File: src/rtl/pc_fetch_pkg.sv
// Shared types and default widths for the program-counter / fetch sequencer
// and the branch-target LUT it drives.
package pc_fetch_pkg;

  localparam int PC_W    = 10;
  localparam int PTR_W   = 4;
  localparam int COUNT_W = 16;

  typedef enum logic [1:0] {
    ST_IDLE    = 2'd0,
    ST_RUN     = 2'd1,
    ST_BRANCH  = 2'd2,
    ST_HALTED  = 2'd3
  } state_e;

  // A Start request is only honoured while the sequencer is parked.
  function automatic logic accepts_start(input state_e s);
    return (s == ST_IDLE) || (s == ST_HALTED);
  endfunction

  // Cycles in which the run counter advances.
  function automatic logic is_active(input state_e s);
    return (s == ST_RUN) || (s == ST_BRANCH);
  endfunction

endpackage

File: src/rtl/pc_fetch_sat_counter.sv
// Saturating up-counter with synchronous clear; clear wins over enable.
module pc_fetch_sat_counter #(
  parameter int WIDTH = 16
) (
  input  logic             clk,
  input  logic             rst_n,
  input  logic             clr,
  input  logic             en,
  output logic [WIDTH-1:0] count
);

  logic [WIDTH-1:0] count_q;
  logic [WIDTH-1:0] count_d;

  // NOTE: every always_comb output gets a default first so no path leaves it unassigned (no latch).
  always_comb begin
    count_d = count_q;
    if (clr) begin
      count_d = '0;
    end else if (en && (count_q != '1)) begin
      count_d = count_q + WIDTH'(1);
    end
  end

  // NOTE: sequential state uses non-blocking assignments only, so all flops see pre-edge values.
  always_ff @(posedge clk or negedge rst_n) begin
    if (!rst_n) begin
      count_q <= '0;
    end else begin
      count_q <= count_d;
    end
  end

  assign count = count_q;

endmodule

File: src/rtl/pc_fetch.sv
// Program counter and fetch sequencer: advances the PC, parks on halt, and
// resolves taken branches through a registered branch-target LUT pointer.
module pc_fetch
  import pc_fetch_pkg::*;
#(
  parameter int            W          = PC_W,
  parameter int            A          = PTR_W,
  parameter logic [W-1:0]  START_ADDR = '0
) (
  input  logic               clk,
  input  logic               Reset,
  input  logic               Start,
  input  logic               Stall,
  input  logic               Branch,
  input  logic               Taken,
  input  logic               Halt,
  input  logic [A-1:0]       Imm_in,
  input  logic [W-1:0]       Target,
  output logic [A-1:0]       Lut_Addr,
  output logic [W-1:0]       PC,
  output logic               Fetch_Valid,
  output logic               Done,
  output logic [COUNT_W-1:0] Cycle_Count
);

  state_e         state_q, state_d;
  logic [W-1:0]   pc_q, pc_d;
  logic [A-1:0]   lut_addr_q, lut_addr_d;
  logic           start_accept;
  logic           take_branch;
  logic           run_advance;

  // Control decode shared by the next-state and datapath logic.
  always_comb begin
    start_accept = accepts_start(state_q) && Start;
    run_advance  = (state_q == ST_RUN) && !Stall && !Halt;
    take_branch  = run_advance && Branch && Taken;
  end

  always_ff @(posedge clk or negedge Reset) begin
    if (!Reset) begin
      state_q <= ST_IDLE;
    end else begin
      state_q <= state_d;
    end
  end

  always_comb begin
    state_d = state_q;
    unique case (state_q)
      ST_IDLE, ST_HALTED: begin
        if (Start) state_d = ST_RUN;
      end
      ST_RUN: begin
        if (!Stall) begin
          if (Halt)                 state_d = ST_HALTED;
          else if (Branch && Taken) state_d = ST_BRANCH;
        end
      end
      ST_BRANCH: state_d = ST_RUN;
      default:   state_d = ST_IDLE;
    endcase
  end

  // Outputs decode from the state register alone, never from inputs.
  always_comb begin
    Fetch_Valid = (state_q == ST_RUN);
    Done        = (state_q == ST_HALTED);
  end

  // PC: restart, branch-target load, or sequential increment (wraps at 2^W).
  always_comb begin
    pc_d = pc_q;
    if (start_accept) begin
      pc_d = START_ADDR;
    end else if (state_q == ST_BRANCH) begin
      pc_d = Target;
    end else if (run_advance && !take_branch) begin
      pc_d = pc_q + W'(1);
    end
  end

  // The pointer only moves when a taken branch is accepted; it is the LUT
  // address during the following bubble cycle.
  always_comb begin
    lut_addr_d = lut_addr_q;
    if (take_branch) begin
      lut_addr_d = Imm_in;
    end
  end

  always_ff @(posedge clk or negedge Reset) begin
    if (!Reset) begin
      pc_q       <= START_ADDR;
      lut_addr_q <= '0;
    end else begin
      pc_q       <= pc_d;
      lut_addr_q <= lut_addr_d;
    end
  end

  pc_fetch_sat_counter #(
    .WIDTH (COUNT_W)
  ) u_cycle_count (
    .clk   (clk),
    .rst_n (Reset),
    .clr   (start_accept),
    .en    (is_active(state_q)),
    .count (Cycle_Count)
  );

  assign PC       = pc_q;
  assign Lut_Addr = lut_addr_q;

endmodule

File: config.mk
export PLATFORM = sky130hd
export DESIGN_NAME = pc_fetch
export DESIGN_NICKNAME = d
export VERILOG_FILES = /design/src/rtl/pc_fetch_pkg.sv /design/src/rtl/pc_fetch_sat_counter.sv /design/src/rtl/pc_fetch.sv
export SDC_FILE = /design/constraint.sdc
export NUM_CORES = 1
export LEC_CHECK = 0
export ABC_AREA = 0
export CAP_MARGIN = 20
export CORE_MARGIN = 5
export CORE_UTILIZATION = 45
export CTS_CLUSTER_DIAMETER = 60
export DETAILED_ROUTE_END_ITERATION = 8
export PLACE_DENSITY = 0.77
export SETUP_SLACK_MARGIN = 0.5
export SYNTH_ARGS = -nofsm -noshare
export SYNTH_HDL_FRONTEND = slang
export SYNTH_SLANG_ARGS = --single-unit
File: constraint.sdc
create_clock -name clk -period 4 [get_ports clk]
set_clock_uncertainty 0.2 [all_clocks]
set_input_delay 0.8 -clock clk [delete_from_list [all_inputs] [get_ports clk]]
set_output_delay 0.8 -clock clk [all_outputs]
set_load 0.01 [all_outputs]
==> key figures <==
STA
  – Period minus WS final: between 2 and 3 ns
  – Max Fclk: 0.392 GHz
  – Slew HR: 65.1%
  – Setup ws final: roughly 1.4 ns
  – Worst-Margin Slew: between 0.5 and 0.6 ns
  – Setup-failing EPs final: 0
  – Max Transition Viols Final: 0
  – Fin crit share: 63.9%
  – Setup TNS: 0 ns
  – Fin. Hold Viols: 0
  – Setup repair after global routing missed its margin: no

Worst setup path
  – R2R Setup Slk: between 1.5 and 2 ns
  – Critical Path Fanout Max: 5
  – CP Data Required Time: 3.00 ns
  – Cell-by-cell trace of the critical path: inv_1 -> ha_1 -> clkdlybuf4s50_1
  – Delay-heaviest family, CP: buffers and inverters
  – Worst setup EP type: primary output
  – Crit path DAT: 1.55 ns
  – Sum of buffers and inverters on the critical path: 2
  – Max incr delay on CP: 0.56 ns
  – Critical-path top delay cell: clkdlybuf4s50_1
  – Startpoint Class: flop
  – Crit Path Category: reg -> out

Cells and area
  – Proportion of layout cells with a drive suffix above 1: 9.75%
  – Diode count: 0
  – Fill count: 340
  – Final net count: between 200 and 300
  – Layout Area Growth over Synthesis: 37.8%

Job
  – Max Cap Viol: 0

Global routing
  – Wire length of the first global-routing pass: between 6000 and 7000 um
  – Largest net degree at the start of global routing: 33
  – Vias in the first global route: roughly 1500
  – Aggregate global-route resource usage: 16.5%
  – Grt ovf: 0
  – Initial antenna violation count: 0

Logic synthesis
  – Top FF cell, synth: dfrtp_1
  – Avg Inst Size Synth: around 10 sq um
  – Syn Inst Count: between 150 and 200
  – Yosys cell types: 43
  – Yosys warnings: 0
  – Post-synth EDFFs: 0
  – Yosys reg bits: 32
  – Asr flop ratio synth: 100%
  – Post-Syn Area: ~1800 sq um
  – Fraction of the yosys area taken by sequential cells: between 40 and 50%
  – Syn_nets: 205

Routing
  – Initial drt markers: between 90 and 100
  – DR WL/cell: 14.5 um
  – Via count: between 1500 and 2000
  – Antenna Nets Post-Route: 0
  – DRC violations left: 0
  – Detailed-route wire length: around 4000 um
  – Initial DRT Pass Iterations: 4
  – Vias per inst: 5.50

Pwr
  – Max VDD drop: slightly above 0.4 mV
  – P_leak: approximately 1 nW
  – Power per cell area: 597 nW/um^2

Clock tree
  – Max clock buf depth: 2
  – Worst skew pair latency: about 0.29 ns
  – CTS root buf: clkbuf_8
  – CTS resizes: 0
  – Worst-path clk slew: 0.07 ns
  – Clock Sink Count: 32
  – Num CTS Buffers: 5
  – CTS Hold Bufs: 0
  – Setup bufs post-CTS: 0
  – H-tree levels: 2
  – TritonCTS clock tree: built

Floorplanning
  – Ports: 53
  – Initial Util: between 40% and 50%
  – Core box area: about 3700 sq um
  – Chip height: ~73 um
  – Die Area: about 5300 sq um
  – Placement Rows: 22
  – Die width: 73.0 um

Run status
  – Status: finished, final reports clean

Placement
  – GPL Wtd Cong: about 0.84
  – I/O Buffers: between 50 and 60
  – Worst Setup Slack post-DPL: about 1.3 ns
  – HPWL after DPL: a little over 3000 um

Worst hold path
  – Worst hold path type: reg -> reg
-- report_power, final --
part	leakage (nW)	switching [mW]	internal (mW)
registers	0.422	0.107	0.420
logic	0.543	0.306	0.330
clock network	0.0541	0.122	0.184
-- flip-flops by register name (all words and copies together), names as in the netlist --
name / count
state_q: 2
Lut_Addr: 4
PC: 10
u_cycle_count.count: 16
-- synthesized netlist by cell type, types with 2 or more instances --
| library cell | count | share of area, % |
|---|---|---|
| nor4_1 | 2 | 0.70 |
| clkbuf_1 | 2 | 0.42 |
| nand2_1 | 22 | 4.6 |
| nor2b_1 | 2 | 0.70 |
| inv_1 | 4 | 0.84 |
| xnor2_1 | 8 | 3.9 |
| o311ai_0 | 2 | 0.98 |
| o21ai_0 | 12 | 3.4 |
| nand3_1 | 8 | 2.2 |
| and2_1 | 4 | 1.4 |
| nor3_1 | 3 | 0.84 |
| a21oi_1 | 7 | 2.0 |
| and3_1 | 7 | 2.5 |
| xor2_1 | 3 | 1.5 |
| ha_1 | 5 | 3.5 |
| mux2i_1 | 5 | 2.8 |
| nor2_1 | 11 | 2.3 |
| a31oi_1 | 4 | 1.4 |
| mux2_2 | 5 | 3.2 |
| a21oi_2 | 2 | 0.98 |
| and4_1 | 2 | 0.98 |
| dfrtp_1 | 32 | 45 |
| nand4_1 | 7 | 2.5 |
-- layout make-up --
type                    count  area (sq um)  area share (%)
flip-flops and latches     32           801            32.5
repair buffers             53           528            21.5
clock inverters             3          42.5            1.73
multi-input cells         138           942            38.3
well taps                  48          60.1            2.44
clock buffers               5          68.8            2.80
inverters                   5          18.8           0.763
-- final timing paths --
path / from / to / depth (start not counted)
setup / recovery: state_q[1] / Fetch_Valid / 3
hold reg to reg: Lut_Addr[0] / Lut_Addr[0] / 1
setup reg to reg: state_q[0] / u_cycle_count.count[4] / 7
max in group asynchronous: Reset / PC[8] / 2
min in group asynchronous: Reset / PC[1] / 2
hold / removal: Lut_Addr[0] / Lut_Addr[0] / 1
-- layout by cell type, fill, tap and decap left out, types with 2 or more instances in the layout --
cell / Yosys / final
nor2b_1: 2 / 2
a21oi_1: 7 / 7
clkbuf_8: 0 / 5
nand2_1: 22 / 22
nor3_1: 3 / 3
inv_1: 4 / 4
mux2_2: 5 / 5
and3_1: 7 / 7
xor2_1: 3 / 3
and4_1: 2 / 2
and2_1: 4 / 4
mux2i_1: 5 / 5
ha_1: 5 / 5
o311ai_0: 2 / 2
xnor2_1: 8 / 8
nand3_1: 8 / 8
dfrtp_1: 32 / 32
nand4_1: 7 / 7
nor2_1: 11 / 11
a21oi_2: 2 / 2
nor4_1: 2 / 2
clkdlybuf4s50_1: 0 / 52
o21ai_0: 12 / 12
a31oi_1: 4 / 4
-- worst register-to-register path: stages, from the launching register on --
cell and delay (ns):
dfrtp_1 0.37, inv_1 0.09, ha_1 0.49, and4b_1 0.40
nand3_1 0.14, o21bai_1 0.39, o21ai_0 0.15, nand2_1 0.08
-- through the flow --
step	cells	hold slack [ns]	instance area, sq um	power (mW)	util, %
2_1_floorplan	179	0.304	1790	0.864	-
3_3_place_gp	276	0.295	2350	1.16	62.8
3_5_place_dp	276	0.295	2350	1.17	62.8
4_1_cts	284	0.324	2460	1.49	65.7
5_1_grt	284	0.339	2460	1.57	65.7
6_report	284	0.319	2460	1.47	65.7
-- metal layers --
metal	global-route usage [%]	vias to the layer above	share of wire, %
met5	0	-	0
met4	4.92	0	1.3
li1	-	769	-
met1	23.6	734	49
met3	4.96	7	7.2
met2	23.9	52	42
-- kinds of logic (layout without fill, tap and decap cells) --
group | count (synthesis) | after routing | share of synthesized area (%)
AO/OA/AOI/OAI | 37 | 37 | 14.9
XOR/XNOR | 11 | 11 | 5.40
adder cells (fa/ha/maj) | 5 | 5 | 3.50
buffers and inverters | 9 | 66 | 2.38
flip-flops | 32 | 32 | 44.8
multiplexers | 10 | 10 | 5.96
AND/OR/NAND/NOR | 75 | 75 | 23.1
No activity file was read; power rests on OpenSTA's default activity.
==> RTL edit, RTL diff (same flow settings) <==
Change the package constant `COUNT_W` from 16 to 32.
--- a/src/rtl/pc_fetch_pkg.sv
+++ b/src/rtl/pc_fetch_pkg.sv
@@ -4,7 +4,7 @@
 
   localparam int PC_W    = 10;
   localparam int PTR_W   = 4;
-  localparam int COUNT_W = 16;
+  localparam int COUNT_W = 32;
 
   typedef enum logic [1:0] {
     ST_IDLE    = 2'd0,
Interface: changed (resized Cycle_Count); port bits go from 53 to 69. No check against the original RTL was run, so the function may have changed too.
==> RTL edit against the original RTL <==
  * Cell area up 44%
  * Largest cell class unchanged
  * Area after synthesis up 52%
  * Largest power group unchanged
  * Sequential cell count up 16
  * Setup slack worse by 0.16 ns
  * Cell count up 50%
  * Total power up 14%
  * Maximum frequency down 6.0%
  * Wire length up 53%
==> RTL edit: results (changes against the original RTL) <==
status: "finished, final reports clean"  # unchanged
largest_reg_flops: 32  # was 16
drt_pass1_iterations: 4  # unchanged
h-tree-depth: 2  # unchanged
cts_buffer_depth: 2  # unchanged
grt_pass1_wl_um: 10500  # was 6890 µm
post_cts_buffers: 0  # unchanged
cp_top_family: "simple AND/OR/NAND/NOR gates"  # was buffers and inverters
routed_wl_um: 6290  # was 4120 µm
synth-seq-area-share_pct: 44.2  # was 44.8%
place_hpwl_um: 4480  # was 3040 µm
antenna_cells: 0  # unchanged
antenna_found_initial: 0  # unchanged
ys_warn_count: 0  # unchanged
arrival_ns: 2.75  # was 1.55 ns
drive_gt1_share_pct: 7.12  # was 9.75%
drt_iter0_drc: 127  # was 98
grt_pass1_vias: 2293  # was 1495
dpl_cell_area_mm2: 0.00344  # was 0.00235 mm²
place.gp.congestion: 0.823  # was 0.836
cp_slowest_cell: "ha_1"  # was clkdlybuf4s50_1
reg2reg_to: "u_cycle_count.count[28]"  # was u_cycle_count.count[4]
yosys-top-cells-area: "dfrtp_1 (44%), nand2_1 (4.3%), o21ai_0 (3.9%), mux2i_1 (3.3%), o31ai_1 (3.3%)"  # was dfrtp_1 (45%), nand2_1 (4.6%), xnor2_1 (3.9%), ha_1 (3.5%), o21ai_0 (3.4%)
r2r_slack_ns: 1.28  # was 1.62 ns
synth-xor-area-share_pct: 0  # was 5.40%
clkTransAtPathRegs_ns: 0.09  # was 0.07 ns
clk_latency_ns: 0.30
min_path_type: "in -> async"  # was reg -> reg
io_buffers: 68  # was 52
grt_max_degree: 49  # was 33
grtUsageTotal_pct: 17.0  # was 16.5%
dp.cells: 417  # was 276
rr_startpoint: "state_q[0]"  # unchanged
rr_worst_depth: 7  # unchanged
critical-path-max-stage-delay_ns: 0.48  # was 0.56 ns
routedWlPerCell_um: 14.8  # was 14.5 µm
critPathMaxFanout: 16  # was 5
ys_types: 48  # was 43
vdd_ir_drop_max_mv: 0.291  # was 0.409 mV
syn-num-nets: 310  # was 205
synth-compound-area-share_pct: 19.8  # was 14.9%
p_int_mw: 1.06  # was 0.935 mW
fin_nets: 376  # was 261
vias_per_cell: 5.72  # was 5.50
postSynthCellCount: 284  # was 179
synthMuxAreaShare_pct: 4.97  # was 5.96%
crit_type: "reg -> reg"  # was reg -> out
synth_common_cells: "dfrtp_1 (48), nand2_1 (31), o21ai_0 (21), nor2_1 (18), nand3_1 (16)"  # was dfrtp_1 (32), nand2_1 (22), o21ai_0 (12), nor2_1 (11)
slew-limit-headroom_pct: 31.1  # was 65.1%
cts-buffers-inserted: 5  # unchanged
synthAdderAreaFrac_pct: 2.30  # was 3.50%
power.leakage_nw: 1.39  # was 1.02 nW
cts-root-buf: "clkbuf_8"  # unchanged
maxCapViolCount: 0  # unchanged
postSynth.asyncResetShare_pct: 100  # unchanged
## RTL edit: metrics by stage
step                      total power, mW  hold WS [ns]  setup WS (ns)
after floorplan                      1.07         0.304           1.69
after global placement               1.37         0.289           1.38
after detailed placement             1.39         0.295           1.32
after CTS                            1.69         0.314           1.29
after global routing                 1.79         0.141           1.07
final                                1.68         0.133           1.28
## RTL edit: cells by family (layout without fill, tap and decap cells)
kind of cell,after synthesis,after routing
flip-flops,48,48
buffers and inverters,18,85
AND/OR/NAND/NOR,121,121
adder cells (fa/ha/maj),5,5
multiplexers,13,13
AO/OA/AOI/OAI,79,79
## RTL edit: power by group through the flow
stage | clock network (mW) | registers, mW | logic [mW]
2_1_floorplan | 0 | 0.708 | 0.365
3_3_place_gp | 0 | 0.684 | 0.685
3_5_place_dp | 0 | 0.688 | 0.702
4_1_cts | 0.306 | 0.680 | 0.705
5_1_grt | 0.325 | 0.699 | 0.767
6_report | 0.300 | 0.681 | 0.700
## RTL edit: worst min path at each step
stage / from / end / slack (ns)
after floorplan: Reset / Lut_Addr[0] / 0.30
after global placement: Lut_Addr[0] / Lut_Addr[0] / 0.29
after detailed placement: Lut_Addr[3] / Lut_Addr[3] / 0.29
after CTS: Lut_Addr[3] / Lut_Addr[3] / 0.31
after global routing: Reset / Lut_Addr[3] / 0.14
final: Reset / Lut_Addr[3] / 0.13
## RTL edit: metal layers
layer | wire (µm) | share of wire (%) | GRT usage [%] | vias up
met4 | 120 | 1.9 | 7.25 | 0
met5 | 0 | 0 | 0 | -
met3 | 204 | 3.2 | 2.26 | 11
li1 | - | - | - | 1216
met2 | 3060 | 49 | 28.5 | 50
met1 | 2910 | 46 | 22.1 | 1159
## RTL edit: final cells by class
class | instances | area [µm²]
fill | 492 | 2340
sequential | 48 | 1200
inverter | 7 | 26.3
multi-input combinational | 218 | 1430
tap | 75 | 93.8
timing repair buffer | 70 | 703
clock buffer | 8 | 90.1
